$ cat src/rtl/tt_capture.sv
// Truth-table capture engine: collects the response f for all 16 input combinations,
// flags inconsistent re-captures, and grades the finished table against a golden one.
module tt_capture #(
  parameter int unsigned SETTLE = 2  // cycles from vector acceptance to f sampling (1..15)
) (
  input  logic        clk,
  input  logic        rst_n,
  input  logic        start,
  input  logic        vec_valid,
  input  logic [3:0]  vec,
  input  logic        f,
  input  logic [15:0] expected,
  output logic [15:0] table_out,
  output logic [15:0] covered,
  output logic        busy,
  output logic        done,
  output logic        pass,
  output logic        conflict,
  output logic [4:0]  mismatch_cnt,
  output logic [3:0]  first_fail
);

  localparam logic [3:0] SettleInit = 4'(SETTLE);

  typedef enum logic [2:0] {StIdle, StCollect, StSettle, StCheck, StDone} state_e;

  state_e     state_q;
  logic [3:0] idx_q;
  logic [3:0] cnt_q;
  logic       f_q;

  logic [15:0] tbl_upd;
  logic [15:0] cov_upd;
  logic        conf_upd;
  logic [15:0] diff;
  logic [4:0]  miss_upd;
  logic [3:0]  ff_upd;

  // Table/coverage/conflict as they will be after the CHECK cycle, plus the grading
  // that DONE entry latches from that final table.
  always_comb begin
    tbl_upd  = table_out;
    cov_upd  = covered;
    conf_upd = conflict;
    if (!covered[idx_q]) begin
      tbl_upd[idx_q] = f_q;
      cov_upd[idx_q] = 1'b1;
    end else if (f_q != table_out[idx_q]) begin
      conf_upd = 1'b1;
    end
    diff     = tbl_upd ^ expected;
    miss_upd = '0;
    ff_upd   = '0;
    for (int i = 0; i < 16; i++) begin
      miss_upd = miss_upd + 5'(diff[i]);
    end
    // Scan downward so the lowest failing index wins.
    for (int i = 15; i >= 0; i--) begin
      if (diff[i]) ff_upd = 4'(i);
    end
  end

  // Control FSM with all state and outputs registered; start overrides everything.
  always_ff @(posedge clk or negedge rst_n) begin
    if (!rst_n) begin
      state_q      <= StIdle;
      idx_q        <= '0;
      cnt_q        <= '0;
      f_q          <= 1'b0;
      table_out    <= '0;
      covered      <= '0;
      conflict     <= 1'b0;
      busy         <= 1'b0;
      done         <= 1'b0;
      pass         <= 1'b0;
      mismatch_cnt <= '0;
      first_fail   <= '0;
    end else if (start) begin
      state_q      <= StCollect;
      cnt_q        <= '0;
      table_out    <= '0;
      covered      <= '0;
      conflict     <= 1'b0;
      busy         <= 1'b0;
      done         <= 1'b0;
      pass         <= 1'b0;
      mismatch_cnt <= '0;
      first_fail   <= '0;
    end else begin
      unique case (state_q)
        StIdle: ;
        StCollect: begin
          if (vec_valid) begin
            idx_q   <= vec;
            cnt_q   <= SettleInit;
            busy    <= 1'b1;
            state_q <= StSettle;
          end
        end
        StSettle: begin
          cnt_q <= cnt_q - 4'd1;
          // Counter hits zero on this edge: sample the response now.
          if (cnt_q == 4'd1) begin
            f_q     <= f;
            state_q <= StCheck;
          end
        end
        StCheck: begin
          table_out <= tbl_upd;
          covered   <= cov_upd;
          conflict  <= conf_upd;
          busy      <= 1'b0;
          if (&cov_upd) begin
            done         <= 1'b1;
            pass         <= (miss_upd == 5'd0) && !conf_upd;
            mismatch_cnt <= miss_upd;
            first_fail   <= ff_upd;
            state_q      <= StDone;
          end else begin
            state_q <= StCollect;
          end
        end
        StDone: ;
        default: state_q <= StIdle;
      endcase
    end
  end

endmodule

$ cat config.mk
export PLATFORM = sky130hd
export DESIGN_NAME = tt_capture
export DESIGN_NICKNAME = d
export VERILOG_FILES = /design/src/rtl/tt_capture.sv
export SDC_FILE = /design/constraint.sdc
export NUM_CORES = 1
export LEC_CHECK = 0
export CORE_ASPECT_RATIO = 1.1
export CORE_UTILIZATION = 43
export CTS_CLUSTER_DIAMETER = 120
export DETAILED_ROUTE_END_ITERATION = 10
export PLACE_DENSITY_LB_ADDON = 0.15
export SYNTH_ARGS = -nofsm -noshare
export SYNTH_HDL_FRONTEND = slang
export SYNTH_SLANG_ARGS = --single-unit
$ cat constraint.sdc
create_clock -name clk -period 13.3 [get_ports clk]
set_input_delay 2.66 -clock clk [delete_from_list [all_inputs] [get_ports clk]]
set_output_delay 2.66 -clock clk [all_outputs]
set_load 0.005 [all_outputs]
==> results of run 1 <==
-- final cells by class --
cell class	count	area [um^2]	share of cell area [%]
inverter	29	108.9	2.124
clock inverter	3	40.04	0.7812
clock buffer	13	148.9	2.905
timing repair buffer	74	718.2	14.01
multi-input combinational	346	2536	49.49
tap	117	146.4	2.856
sequential	57	1426	27.83
-- routing by layer --
layer	GRT usage (%)	part of all wire (%)	vias up
met3	3.680	5.4	34
met4	13.43	3.4	0
met2	39.31	48	152
met5	0	0	-
li1	-	-	1747
met1	33.50	44	1862
-- layout by cell type, fill, tap and decap left out, types with 15 or more instances in the layout --
cell type	netlist	layout
sky130_fd_sc_hd__a21oi_1	30	30
sky130_fd_sc_hd__clkdlybuf4s50_1	0	67
sky130_fd_sc_hd__dfrtp_1	57	57
sky130_fd_sc_hd__inv_1	29	29
sky130_fd_sc_hd__mux2i_1	22	22
sky130_fd_sc_hd__nand2_1	36	36
sky130_fd_sc_hd__nand2b_1	23	23
sky130_fd_sc_hd__nor2_1	54	54
sky130_fd_sc_hd__nor2b_1	21	21
sky130_fd_sc_hd__o21ai_0	15	15
-- report_power, final --
group / leakage [nW] / switching (mW) / internal, mW
Combinational: 1.21 / 0.143 / 0.104
Clock: 0.0974 / 0.0742 / 0.0912
Sequential: 0.781 / 0.0156 / 0.179
-- worst max path at each step --
stage,from,end,slack [ns],cells after the start
6_report,expected[5],pass$_DFFE_PN0P_,5.71,19
5_1_grt,expected[5],pass$_DFFE_PN0P_,5.48,19
4_1_cts,expected[5],pass$_DFFE_PN0P_,5.70,19
3_5_place_dp,expected[5],pass$_DFFE_PN0P_,5.33,19
3_3_place_gp,expected[5],pass$_DFFE_PN0P_,5.47,19
2_1_floorplan,expected[5],pass$_DFFE_PN0P_,6.08,18
-- worst max-delay path: cells and delay by family --
| kind | cells | cell delay, ns |
|---|---|---|
| adders and majority gates | 6 | 2.65 |
| AOI/OAI and AO/OA | 2 | 0.72 |
| buffers and inverters | 5 | 0.71 |
| and+or+nand+nor | 4 | 0.85 |
| xor gates and xnor gates | 1 | 0.18 |
| muxes | 1 | 0.12 |
-- cell usage after synthesis (4+ instances only) --
cell type | number | share of area, %
sky130_fd_sc_hd__dfrtp_1 | 57 | 34
sky130_fd_sc_hd__nor2_1 | 54 | 4.8
sky130_fd_sc_hd__nand2_1 | 36 | 3.2
sky130_fd_sc_hd__a21oi_1 | 30 | 3.6
sky130_fd_sc_hd__inv_1 | 29 | 2.6
sky130_fd_sc_hd__nand2b_1 | 23 | 3.4
sky130_fd_sc_hd__mux2i_1 | 22 | 5.3
sky130_fd_sc_hd__nor2b_1 | 21 | 3.1
sky130_fd_sc_hd__o21ai_0 | 15 | 1.8
sky130_fd_sc_hd__clkbuf_1 | 10 | 0.90
sky130_fd_sc_hd__fa_1 | 10 | 4.8
sky130_fd_sc_hd__nor3_1 | 10 | 1.2
sky130_fd_sc_hd__nand3_1 | 9 | 1.1
sky130_fd_sc_hd__xnor2_1 | 9 | 1.9
sky130_fd_sc_hd__ha_1 | 7 | 2.1
sky130_fd_sc_hd__buf_2 | 6 | 0.72
sky130_fd_sc_hd__mux2_2 | 6 | 1.6
sky130_fd_sc_hd__nor4_1 | 6 | 0.90
sky130_fd_sc_hd__mux4_1 | 5 | 3.1
sky130_fd_sc_hd__mux4_2 | 5 | 2.7
sky130_fd_sc_hd__or3_1 | 5 | 0.75
sky130_fd_sc_hd__o32ai_1 | 4 | 0.84
sky130_fd_sc_hd__or4_1 | 4 | 0.72
-- registers in the layout, indices dropped and copies added (netlist names), 3 cells and up --
signal	flops
table_out	16
first_fail	4
covered	16
state_q	3
mismatch_cnt	5
idx_q	4
cnt_q	4
-- per-stage QoR --
stage | worst slack [ns] | total power, mW | hold WS (ns) | area (um^2) | utilization, %
after floorplan | 6.085 | 0.3821 | 0.4650 | 4180 | -
after global placement | 5.471 | 0.4340 | 0.4804 | 4936 | 52.52
after detailed placement | 5.329 | 0.4445 | 0.4882 | 4936 | 52.52
after CTS | 5.699 | 0.6097 | 0.5028 | 5125 | 54.53
after global routing | 5.481 | 0.6492 | 0.5232 | 5125 | 54.53
final | 5.705 | 0.6071 | 0.4965 | 5125 | 54.53
-- cell families after synthesis --
logic type               after synthesis  share of synthesized area, %
AND/OR/NAND/NOR                      198                         25.41
AO/OA/AOI/OAI                         82                         13.35
flip-flops                            57                         34.12
buffers and inverters                 51                         5.208
multiplexers                          38                         12.72
adder cells (fa/ha/maj)               17                         6.884
XOR/XNOR                              11                         2.305
==> run_summary.xml, run 1 <==
<?xml version="1.0" encoding="UTF-8"?>
<metrics>
  <group name="outcome">
    <metric name="result_of_the_run" unit="">completed</metric>
  </group>
  <group name="timing">
    <metric name="finalWorstPathRequiredPeriod" unit="ns">7.595</metric>
    <metric name="rsz0062_at_grt" unit="">false</metric>
    <metric name="setup_tns" unit="ns">0</metric>
    <metric name="maxSlewHeadroom" unit="%">48.84</metric>
    <metric name="final_min_period_over_clock_period" unit="%">57.10</metric>
    <metric name="slew_viol_final" unit="">0</metric>
    <metric name="clock-skew-final" unit="ns">0.007341</metric>
    <metric name="max_clock_freq" unit="MHz">131.7</metric>
    <metric name="finalSetupViolCount" unit="">0</metric>
    <metric name="worstMarginPinSlew" unit="ns">0.7674</metric>
    <metric name="total_count_of_hold_check_failures_in_the_final_report" unit="">0</metric>
  </group>
  <group name="power_and_ir_drop">
    <metric name="irDropWorstVdd" unit="mV">0.06183</metric>
    <metric name="cellLeakagePower" unit="nW">2.086</metric>
    <metric name="power.density" unit="nW/um^2">118.5</metric>
  </group>
  <group name="hold_path">
    <metric name="hold_path_startpoint" unit="">first_fail[3]$_DFFE_PN0P_</metric>
    <metric name="min_delay_path_depth" unit="">1</metric>
    <metric name="timing.hold.worst.class" unit="">flop to flop</metric>
    <metric name="holdPathEnd" unit="">first_fail[3]$_DFFE_PN0P_</metric>
  </group>
  <group name="clock_tree">
    <metric name="clk_root_buffer_cell" unit="">sky130_fd_sc_hd__clkbuf_8</metric>
    <metric name="cts.sink_count" unit="">57</metric>
    <metric name="cts_buffers" unit="">9</metric>
    <metric name="postCtsResizedCells" unit="">0</metric>
    <metric name="cts_tree" unit="">yes</metric>
    <metric name="post-cts-setup-buffer-count" unit="">0</metric>
    <metric name="cts-hold-fix-buffers" unit="">0</metric>
    <metric name="clk_path_buf_depth" unit="">2</metric>
    <metric name="cts_htree_levels" unit="">3</metric>
    <metric name="cts.clk_slew.worst_paths" unit="ns">0.07</metric>
    <metric name="worst_skew_pair.late_latency" unit="ns">0.36</metric>
  </group>
  <group name="detailed_routing">
    <metric name="drt-total-wl" unit="um">11830</metric>
    <metric name="detailedRoute.firstPassIterationCount" unit="">5</metric>
    <metric name="post_drt_via_cell_ratio" unit="">5.939</metric>
    <metric name="average_routed_wire_per_standard_cell" unit="um">18.51</metric>
    <metric name="postRouteAntennaNets" unit="">0</metric>
    <metric name="detail_route.iter0.violations" unit="">185</metric>
    <metric name="route.vias.total" unit="">3795</metric>
    <metric name="post-route-drc-count" unit="">0</metric>
  </group>
  <group name="yosys">
    <metric name="avgSynthCellArea" unit="um^2">9.208</metric>
    <metric name="sequential_fraction_of_the_synthesis_area" unit="%">34.12</metric>
    <metric name="yosys_warnings" unit="">0</metric>
    <metric name="netlist_instances" unit="">454</metric>
    <metric name="synth_edf_count" unit="">0</metric>
    <metric name="synth_ff_type" unit="">sky130_fd_sc_hd__dfrtp_1</metric>
    <metric name="mappedNetlistNets" unit="">496</metric>
    <metric name="mappedNetlistArea" unit="um^2">4180</metric>
    <metric name="synth_cell_type_count" unit="">66</metric>
    <metric name="synthArstFlopShare" unit="%">100.0</metric>
    <metric name="ys_ff_latch" unit="">57</metric>
  </group>
  <group name="critical_path">
    <metric name="crit_path_max_incr_delay" unit="ns">0.53</metric>
    <metric name="reg2reg_to" unit="">pass$_DFFE_PN0P_</metric>
    <metric name="timing.critical_path.fanout_max" unit="">4</metric>
    <metric name="crit_type" unit="">input port to flop</metric>
    <metric name="rr_worst_depth" unit="">19</metric>
    <metric name="critical_path.reg2reg.startpoint" unit="">idx_q[2]$_DFFE_PN0P_</metric>
    <metric name="crit_required" unit="ns">13.59</metric>
    <metric name="rrSetupSlack" unit="ns">7.21</metric>
    <metric name="cp_cell_sequence" unit="">clkdlybuf4s50_1, nand2b_1, a2111o_1, nand2_1, inv_1, fa_1, fa_1, inv_1, fa_1, inv_1, fa_1, inv_1, ha_1, fa_1, xor2_1, or4_1, a2111oi_2, mux2i_1, nor2_1</metric>
    <metric name="critPathSlowestCell" unit="">sky130_fd_sc_hd__fa_1</metric>
    <metric name="arrival" unit="ns">7.89</metric>
    <metric name="crit_path_end_kind" unit="">flop</metric>
    <metric name="critical_path.startpoint_type" unit="">input port</metric>
    <metric name="crit_top_cell" unit="">sky130_fd_sc_hd__fa_1</metric>
  </group>
  <group name="cells_and_area">
    <metric name="fin_nets" unit="">559</metric>
    <metric name="post_layout_nonfiller_instances" unit="">639</metric>
    <metric name="n_antenna_cell" unit="">0</metric>
    <metric name="drive_gt1_share" unit="%">8.238</metric>
    <metric name="flow.area_growth_from_synthesis" unit="%">22.60</metric>
    <metric name="num-fill-cells" unit="">867</metric>
  </group>
  <group name="global_routing">
    <metric name="grt_pass1_wl" unit="um">19050</metric>
    <metric name="grt_antenna_before_repair" unit="">0</metric>
    <metric name="global_route.overflow_total" unit="">0</metric>
    <metric name="grt_start_max_net_pins" unit="">58</metric>
    <metric name="groute.usage.overall" unit="%">25.25</metric>
    <metric name="grt_pass1_vias" unit="">3682</metric>
  </group>
  <group name="placement">
    <metric name="port_buffers" unit="">69</metric>
    <metric name="routability_cong" unit="">0.8352</metric>
    <metric name="dp_cells" unit="">623</metric>
    <metric name="dp.final_hpwl" unit="um">8473</metric>
  </group>
  <group name="floorplan">
    <metric name="floorplan.die.width" unit="um">96.01</metric>
    <metric name="initial_utilization" unit="%">44.48</metric>
    <metric name="die_boundary_height" unit="um">105.4</metric>
    <metric name="die-area" unit="um^2">10120</metric>
    <metric name="ioPinCount" unit="">70</metric>
    <metric name="rows" unit="">37</metric>
    <metric name="core_area" unit="um^2">9398</metric>
  </group>
  <group name="job">
    <metric name="cap_violations" unit="">0</metric>
  </group>
</metrics>
(Power assumes the default switching activity.)
==> inputs of run 2 (changes only) <==
==> constraint.sdc (replaced) <==
create_clock -name clk -period 7.25 [get_ports clk]
set_input_delay 1.45 -clock clk [delete_from_list [all_inputs] [get_ports clk]]
set_output_delay 1.45 -clock clk [all_outputs]
set_load 0.005 [all_outputs]
==> run_summary.xml, run 2 (synthesis gave the netlist of run 1 again) <==
<?xml version="1.0" encoding="UTF-8"?>
<metrics>
  <group name="outcome">
    <metric name="result_of_the_run" unit="">completed</metric>
  </group>
  <group name="global_routing">
    <metric name="grt_pass1_wl" unit="um">19170</metric>
    <metric name="grt_pass1_vias" unit="">3665</metric>
    <metric name="grt_start_max_net_pins" unit="">58</metric>
    <metric name="grt_antenna_before_repair" unit="">0</metric>
    <metric name="groute.usage.overall" unit="%">25.03</metric>
    <metric name="global_route.overflow_total" unit="">0</metric>
  </group>
  <group name="timing">
    <metric name="slew_viol_final" unit="">0</metric>
    <metric name="final_min_period_over_clock_period" unit="%">88.56</metric>
    <metric name="worstMarginPinSlew" unit="ns">0.9976</metric>
    <metric name="setup_tns" unit="ns">0</metric>
    <metric name="total_count_of_hold_check_failures_in_the_final_report" unit="">0</metric>
    <metric name="hold-worst-slack" unit="ns">0.5068</metric>
    <metric name="rsz0062_at_grt" unit="">false</metric>
    <metric name="finalWorstPathRequiredPeriod" unit="ns">6.421</metric>
    <metric name="clock-skew-final" unit="ns">0.01100</metric>
    <metric name="finalSetupViolCount" unit="">0</metric>
    <metric name="maxSlewHeadroom" unit="%">33.49</metric>
    <metric name="max_clock_freq" unit="MHz">155.8</metric>
  </group>
  <group name="clock_tree">
    <metric name="worst_skew_pair.late_latency" unit="ns">0.35</metric>
    <metric name="clk_root_buffer_cell" unit="">sky130_fd_sc_hd__clkbuf_8</metric>
    <metric name="postCtsResizedCells" unit="">0</metric>
    <metric name="cts_buffers" unit="">9</metric>
    <metric name="cts_tree" unit="">yes</metric>
    <metric name="post-cts-setup-buffer-count" unit="">0</metric>
    <metric name="clk_path_buf_depth" unit="">2</metric>
    <metric name="cts.clk_slew.worst_paths" unit="ns">0.07</metric>
    <metric name="cts-hold-fix-buffers" unit="">0</metric>
    <metric name="cts.sink_count" unit="">57</metric>
    <metric name="cts_htree_levels" unit="">3</metric>
  </group>
  <group name="critical_path">
    <metric name="critical_path.startpoint_type" unit="">input port</metric>
    <metric name="crit_path_end_kind" unit="">flop</metric>
    <metric name="timing.critical_path.fanout_max" unit="">4</metric>
    <metric name="crit_required" unit="ns">7.52</metric>
    <metric name="rr_worst_depth" unit="">19</metric>
    <metric name="arrival" unit="ns">6.69</metric>
    <metric name="crit_type" unit="">input port to flop</metric>
  </group>
  <group name="floorplan">
    <metric name="floorplan.die.width" unit="um">96.01</metric>
    <metric name="die_boundary_height" unit="um">105.4</metric>
    <metric name="core_area" unit="um^2">9398</metric>
    <metric name="ioPinCount" unit="">70</metric>
    <metric name="die-area" unit="um^2">10120</metric>
    <metric name="rows" unit="">37</metric>
    <metric name="initial_utilization" unit="%">44.48</metric>
  </group>
  <group name="cells_and_area">
    <metric name="final_core_utilization" unit="%">54.92</metric>
    <metric name="layout_commonest_cell" unit="">sky130_fd_sc_hd__clkdlybuf4s50_1</metric>
    <metric name="n_antenna_cell" unit="">0</metric>
    <metric name="drive_gt1_share" unit="%">8.812</metric>
    <metric name="regArea" unit="um^2">1426</metric>
    <metric name="fin_nets" unit="">559</metric>
    <metric name="final_area" unit="um^2">5161</metric>
    <metric name="layout_top_registers" unit="">covered x16, table_out x16, mismatch_cnt x5</metric>
    <metric name="layout.cells.most_common_list" unit="">sky130_fd_sc_hd__clkdlybuf4s50_1, sky130_fd_sc_hd__dfrtp_1, sky130_fd_sc_hd__nor2_1</metric>
    <metric name="multi_input_area" unit="um^2">2536</metric>
    <metric name="num-fill-cells" unit="">863</metric>
    <metric name="flow.area_growth_from_synthesis" unit="%">23.47</metric>
  </group>
  <group name="placement">
    <metric name="placed_area" unit="um^2">4936</metric>
    <metric name="dp.final_hpwl" unit="um">8446</metric>
    <metric name="routability_cong" unit="">0.8512</metric>
    <metric name="port_buffers" unit="">69</metric>
  </group>
  <group name="job">
    <metric name="cap_violations" unit="">0</metric>
  </group>
  <group name="detailed_routing">
    <metric name="detail_route.iter0.violations" unit="">204</metric>
    <metric name="average_routed_wire_per_standard_cell" unit="um">18.41</metric>
    <metric name="detailedRoute.firstPassIterationCount" unit="">5</metric>
    <metric name="post_drt_via_cell_ratio" unit="">5.829</metric>
    <metric name="drt-total-wl" unit="um">11760</metric>
    <metric name="postRouteAntennaNets" unit="">0</metric>
    <metric name="post-route-drc-count" unit="">0</metric>
    <metric name="route.vias.total" unit="">3725</metric>
  </group>
  <group name="power_and_ir_drop">
    <metric name="cellLeakagePower" unit="nW">2.100</metric>
    <metric name="power.density" unit="nW/um^2">222.6</metric>
    <metric name="overall_power_after_layout" unit="mW">1.149</metric>
    <metric name="irDropWorstVdd" unit="mV">0.09506</metric>
  </group>
  <group name="hold_path">
    <metric name="timing.hold.worst.class" unit="">flop to flop</metric>
    <metric name="min_delay_path_depth" unit="">1</metric>
  </group>
</metrics>
==> run 2: cell count changes in the layout (fill, tap and decap cells not counted) <==
cell and delta:
sky130_fd_sc_hd__clkbuf_8 +3, sky130_fd_sc_hd__clkinvlp_4 +1, sky130_fd_sc_hd__clkinv_2 -2, sky130_fd_sc_hd__clkbuf_1 -3
sky130_fd_sc_hd__clkinv_4 +1
==> run 2: cell type report <==
type / count / share of cell area [%]
well taps: 117 / 2.836
multi-input cells: 346 / 49.14
clock inverters: 3 / 0.8970
repair buffers: 74 / 13.92
flip-flops and latches: 57 / 27.64
clock buffers: 13 / 3.467
inverters: 29 / 2.109
==> run 2: final timing paths <==
check	slack (ns)	endpoint	start
setup reg to reg	1.25	pass$_DFFE_PN0P_	idx_q[3]$_DFFE_PN0P_
hold / removal	0.51	cnt_q[2]$_DFFE_PN0P_	cnt_q[2]$_DFFE_PN0P_
max in group asynchronous	5.49	first_fail[2]$_DFFE_PN0P_	rst_n
hold reg to reg	0.51	cnt_q[2]$_DFFE_PN0P_	cnt_q[2]$_DFFE_PN0P_
min in group asynchronous	1.25	cnt_q[0]$_DFFE_PN0P_	rst_n
setup / recovery	0.83	pass$_DFFE_PN0P_	expected[5]
==> run 2: through the flow <==
step,setup slack [ns],cells
final,0.8295,639
after global routing,0.6085,639
after CTS,0.8374,639
after detailed placement,0.4902,623
after global placement,0.6021,623
after floorplan,1.245,454
==> run 2: per-layer routing <==
layer	vias to the layer above	global-route usage, %	part of all wire (%)
li1	1745	-	-
met1	1859	34.62	45
met2	111	39.56	49
met3	10	4.834	4.9
met4	0	7.036	1.3
met5	-	0	0
==> run 2: worst max-delay path, cell delays in order <==
cell                              delay [ns]
sky130_fd_sc_hd__clkdlybuf4s50_1        0.45
sky130_fd_sc_hd__nand2b_1               0.16
sky130_fd_sc_hd__a2111o_1               0.41
sky130_fd_sc_hd__nand2_1                0.17
sky130_fd_sc_hd__inv_1                  0.11
sky130_fd_sc_hd__fa_1                   0.50
sky130_fd_sc_hd__fa_1                   0.49
sky130_fd_sc_hd__inv_1                  0.05
sky130_fd_sc_hd__fa_1                   0.53
sky130_fd_sc_hd__inv_1                  0.05
sky130_fd_sc_hd__fa_1                   0.52
sky130_fd_sc_hd__inv_1                  0.04
sky130_fd_sc_hd__ha_1                   0.21
sky130_fd_sc_hd__fa_1                   0.40
sky130_fd_sc_hd__xor2_1                 0.18
sky130_fd_sc_hd__or4_1                  0.42
sky130_fd_sc_hd__a2111oi_2              0.31
sky130_fd_sc_hd__mux2i_1                0.13
sky130_fd_sc_hd__nor2_1                 0.10
==> run 2: where the power goes <==
part           switching, mW  internal [mW]
Clock                  0.143          0.197
Combinational          0.265          0.192
Sequential            0.0235          0.329
Total                  0.432          0.717
==> inputs of run 3 (changes only) <==
==> constraint.sdc (replaced) <==
create_clock -name clk -period 7.25 [get_ports clk]
set_input_delay 2.175 -clock clk [delete_from_list [all_inputs] [get_ports clk]]
set_output_delay 2.175 -clock clk [all_outputs]
set_load 0.005 [all_outputs]
==> run_summary.xml, run 3 (synthesis gave the netlist of run 1 again) <==
<?xml version="1.0" encoding="UTF-8"?>
<metrics>
  <group name="detailed_routing">
    <metric name="drt-total-wl" unit="um">11900</metric>
    <metric name="detail_route.iter0.violations" unit="">156</metric>
    <metric name="post_drt_via_cell_ratio" unit="">5.867</metric>
    <metric name="postRouteAntennaNets" unit="">0</metric>
    <metric name="post-route-drc-count" unit="">0</metric>
    <metric name="average_routed_wire_per_standard_cell" unit="um">18.45</metric>
    <metric name="detailedRoute.firstPassIterationCount" unit="">5</metric>
    <metric name="route.vias.total" unit="">3784</metric>
  </group>
  <group name="critical_path">
    <metric name="timing.critical_path.fanout_max" unit="">3</metric>
    <metric name="rrSetupSlack" unit="ns">1.34</metric>
    <metric name="arrival" unit="ns">7.30</metric>
    <metric name="crit_required" unit="ns">7.53</metric>
    <metric name="critical_path.reg2reg.startpoint" unit="">idx_q[3]$_DFFE_PN0P_</metric>
    <metric name="reg2reg_to" unit="">pass$_DFFE_PN0P_</metric>
    <metric name="crit_path_end_kind" unit="">flop</metric>
    <metric name="crit_type" unit="">input port to flop</metric>
    <metric name="rr_worst_depth" unit="">19</metric>
    <metric name="critical_path.startpoint_type" unit="">input port</metric>
  </group>
  <group name="global_routing">
    <metric name="groute.usage.overall" unit="%">25.29</metric>
    <metric name="grt_start_max_net_pins" unit="">58</metric>
    <metric name="grt_pass1_wl" unit="um">19150</metric>
    <metric name="grt_antenna_before_repair" unit="">0</metric>
    <metric name="grt_pass1_vias" unit="">3685</metric>
    <metric name="global_route.overflow_total" unit="">0</metric>
  </group>
  <group name="cells_and_area">
    <metric name="final_core_utilization" unit="%">55.57</metric>
    <metric name="layout.cells.most_common_list" unit="">sky130_fd_sc_hd__clkdlybuf4s50_1, sky130_fd_sc_hd__dfrtp_1, sky130_fd_sc_hd__nor2_1</metric>
    <metric name="n_antenna_cell" unit="">0</metric>
    <metric name="layout_commonest_cell" unit="">sky130_fd_sc_hd__clkdlybuf4s50_1</metric>
    <metric name="num-fill-cells" unit="">860</metric>
    <metric name="layout_top_registers" unit="">covered x16, table_out x16, mismatch_cnt x5</metric>
    <metric name="final_area" unit="um^2">5223</metric>
    <metric name="post_layout_nonfiller_instances" unit="">645</metric>
    <metric name="drive_gt1_share" unit="%">10.04</metric>
    <metric name="flow.area_growth_from_synthesis" unit="%">24.93</metric>
    <metric name="fin_nets" unit="">565</metric>
  </group>
  <group name="clock_tree">
    <metric name="cts.clk_slew.worst_paths" unit="ns">0.07</metric>
    <metric name="cts-hold-fix-buffers" unit="">0</metric>
    <metric name="cts_htree_levels" unit="">3</metric>
    <metric name="cts_buffers" unit="">9</metric>
    <metric name="clk_root_buffer_cell" unit="">sky130_fd_sc_hd__clkbuf_8</metric>
    <metric name="cts.sink_count" unit="">57</metric>
    <metric name="cts_tree" unit="">yes</metric>
    <metric name="clk_path_buf_depth" unit="">2</metric>
    <metric name="worst_skew_pair.late_latency" unit="ns">0.35</metric>
  </group>
  <group name="job">
    <metric name="cap_violations" unit="">0</metric>
  </group>
  <group name="floorplan">
    <metric name="rows" unit="">37</metric>
    <metric name="core_area" unit="um^2">9398</metric>
    <metric name="floorplan.die.width" unit="um">96.01</metric>
    <metric name="initial_utilization" unit="%">44.48</metric>
    <metric name="die_boundary_height" unit="um">105.4</metric>
    <metric name="ioPinCount" unit="">70</metric>
    <metric name="die-area" unit="um^2">10120</metric>
  </group>
  <group name="hold_path">
    <metric name="timing.hold.worst.class" unit="">flop to flop</metric>
    <metric name="hold_path_startpoint" unit="">done$_DFFE_PN0P_</metric>
    <metric name="holdPathEnd" unit="">done$_DFFE_PN0P_</metric>
    <metric name="min_delay_path_depth" unit="">2</metric>
  </group>
  <group name="placement">
    <metric name="detailedPlace.worstSlack" unit="ns">-0.2323</metric>
    <metric name="routability_cong" unit="">0.8718</metric>
    <metric name="port_buffers" unit="">69</metric>
    <metric name="dp.final_hpwl" unit="um">8492</metric>
    <metric name="dp_cells" unit="">629</metric>
    <metric name="placed_area" unit="um^2">4981</metric>
  </group>
  <group name="timing">
    <metric name="total_count_of_hold_check_failures_in_the_final_report" unit="">0</metric>
    <metric name="maxSlewHeadroom" unit="%">49.00</metric>
    <metric name="rsz0062_at_grt" unit="">false</metric>
    <metric name="max_clock_freq" unit="MHz">142.4</metric>
    <metric name="finalSetupViolCount" unit="">0</metric>
    <metric name="setup_tns" unit="ns">0</metric>
    <metric name="finalWorstPathRequiredPeriod" unit="ns">7.022</metric>
    <metric name="final_min_period_over_clock_period" unit="%">96.85</metric>
    <metric name="slew_viol_final" unit="">0</metric>
    <metric name="hold-worst-slack" unit="ns">0.4955</metric>
    <metric name="setup_ws" unit="ns">0.2284</metric>
    <metric name="worstMarginPinSlew" unit="ns">0.7649</metric>
    <metric name="clock-skew-final" unit="ns">0.007825</metric>
  </group>
  <group name="power_and_ir_drop">
    <metric name="irDropWorstVdd" unit="mV">0.1093</metric>
    <metric name="overall_power_after_layout" unit="mW">1.214</metric>
    <metric name="power.density" unit="nW/um^2">232.5</metric>
    <metric name="cellLeakagePower" unit="nW">2.139</metric>
  </group>
  <group name="outcome">
    <metric name="result_of_the_run" unit="">completed</metric>
  </group>
</metrics>
## run 3: area by class of cell
class | count | area, um^2 | share of cell area, %
multi-input cells | 346 | 2539 | 48.61
flip-flops and latches | 57 | 1426 | 27.31
repair buffers | 80 | 763.2 | 14.61
clock buffers | 12 | 165.2 | 3.162
well taps | 117 | 146.4 | 2.803
inverters | 29 | 108.9 | 2.084
clock inverters | 4 | 73.82 | 1.414
## run 3: how the worst max path moves through the flow
stage	from	end	slack (ns)	depth (start not counted)
6_report	expected[5]	pass$_DFFE_PN0P_	0.23	19
5_1_grt	expected[5]	pass$_DFFE_PN0P_	0.004	19
4_1_cts	expected[5]	pass$_DFFE_PN0P_	0.13	19
3_5_place_dp	expected[5]	pass$_DFFE_PN0P_	-0.23	19
3_3_place_gp	expected[5]	pass$_DFFE_PN0P_	-0.05	19
2_1_floorplan	expected[5]	pass$_DFFE_PN0P_	0.52	18
## run 3: critical path, stage by stage
cell                              delay, ns
sky130_fd_sc_hd__clkdlybuf4s50_1       0.45
sky130_fd_sc_hd__nand2b_1              0.16
sky130_fd_sc_hd__a2111o_1              0.42
sky130_fd_sc_hd__nand2_1               0.11
sky130_fd_sc_hd__inv_1                 0.08
sky130_fd_sc_hd__fa_1                  0.49
sky130_fd_sc_hd__fa_1                  0.49
sky130_fd_sc_hd__inv_1                 0.05
sky130_fd_sc_hd__fa_1                  0.53
sky130_fd_sc_hd__inv_1                 0.06
sky130_fd_sc_hd__fa_1                  0.53
sky130_fd_sc_hd__inv_1                 0.04
sky130_fd_sc_hd__ha_1                  0.21
sky130_fd_sc_hd__fa_2                  0.36
sky130_fd_sc_hd__xor2_1                0.17
sky130_fd_sc_hd__or4_1                 0.42
sky130_fd_sc_hd__a2111oi_2             0.30
sky130_fd_sc_hd__mux2i_1               0.13
sky130_fd_sc_hd__nor2_1                0.10
## run 3: power breakdown
part | leakage [nW] | switching (mW) | total [mW] | internal [mW]
sequential | 0.781 | 0.0245 | 0.353 | 0.329
clock | 0.123 | 0.143 | 0.365 | 0.222
combinational | 1.23 | 0.279 | 0.496 | 0.218
total | 2.14 | 0.446 | 1.21 | 0.768
## run 3: repair_timing
action / CTS / global route
buffers inserted: 0 / 0
endpoints found under the setup margin: 0 / 1
resized for setup: 0 / 1
## run 3: layer usage
layer | vias to the layer above | global-route usage [%] | share of wire, %
li1 | 1754 | - | -
met1 | 1872 | 33.19 | 43
met2 | 133 | 40.53 | 49
met3 | 25 | 4.762 | 6.0
met4 | 0 | 10.34 | 2.6
met5 | - | 0 | 0
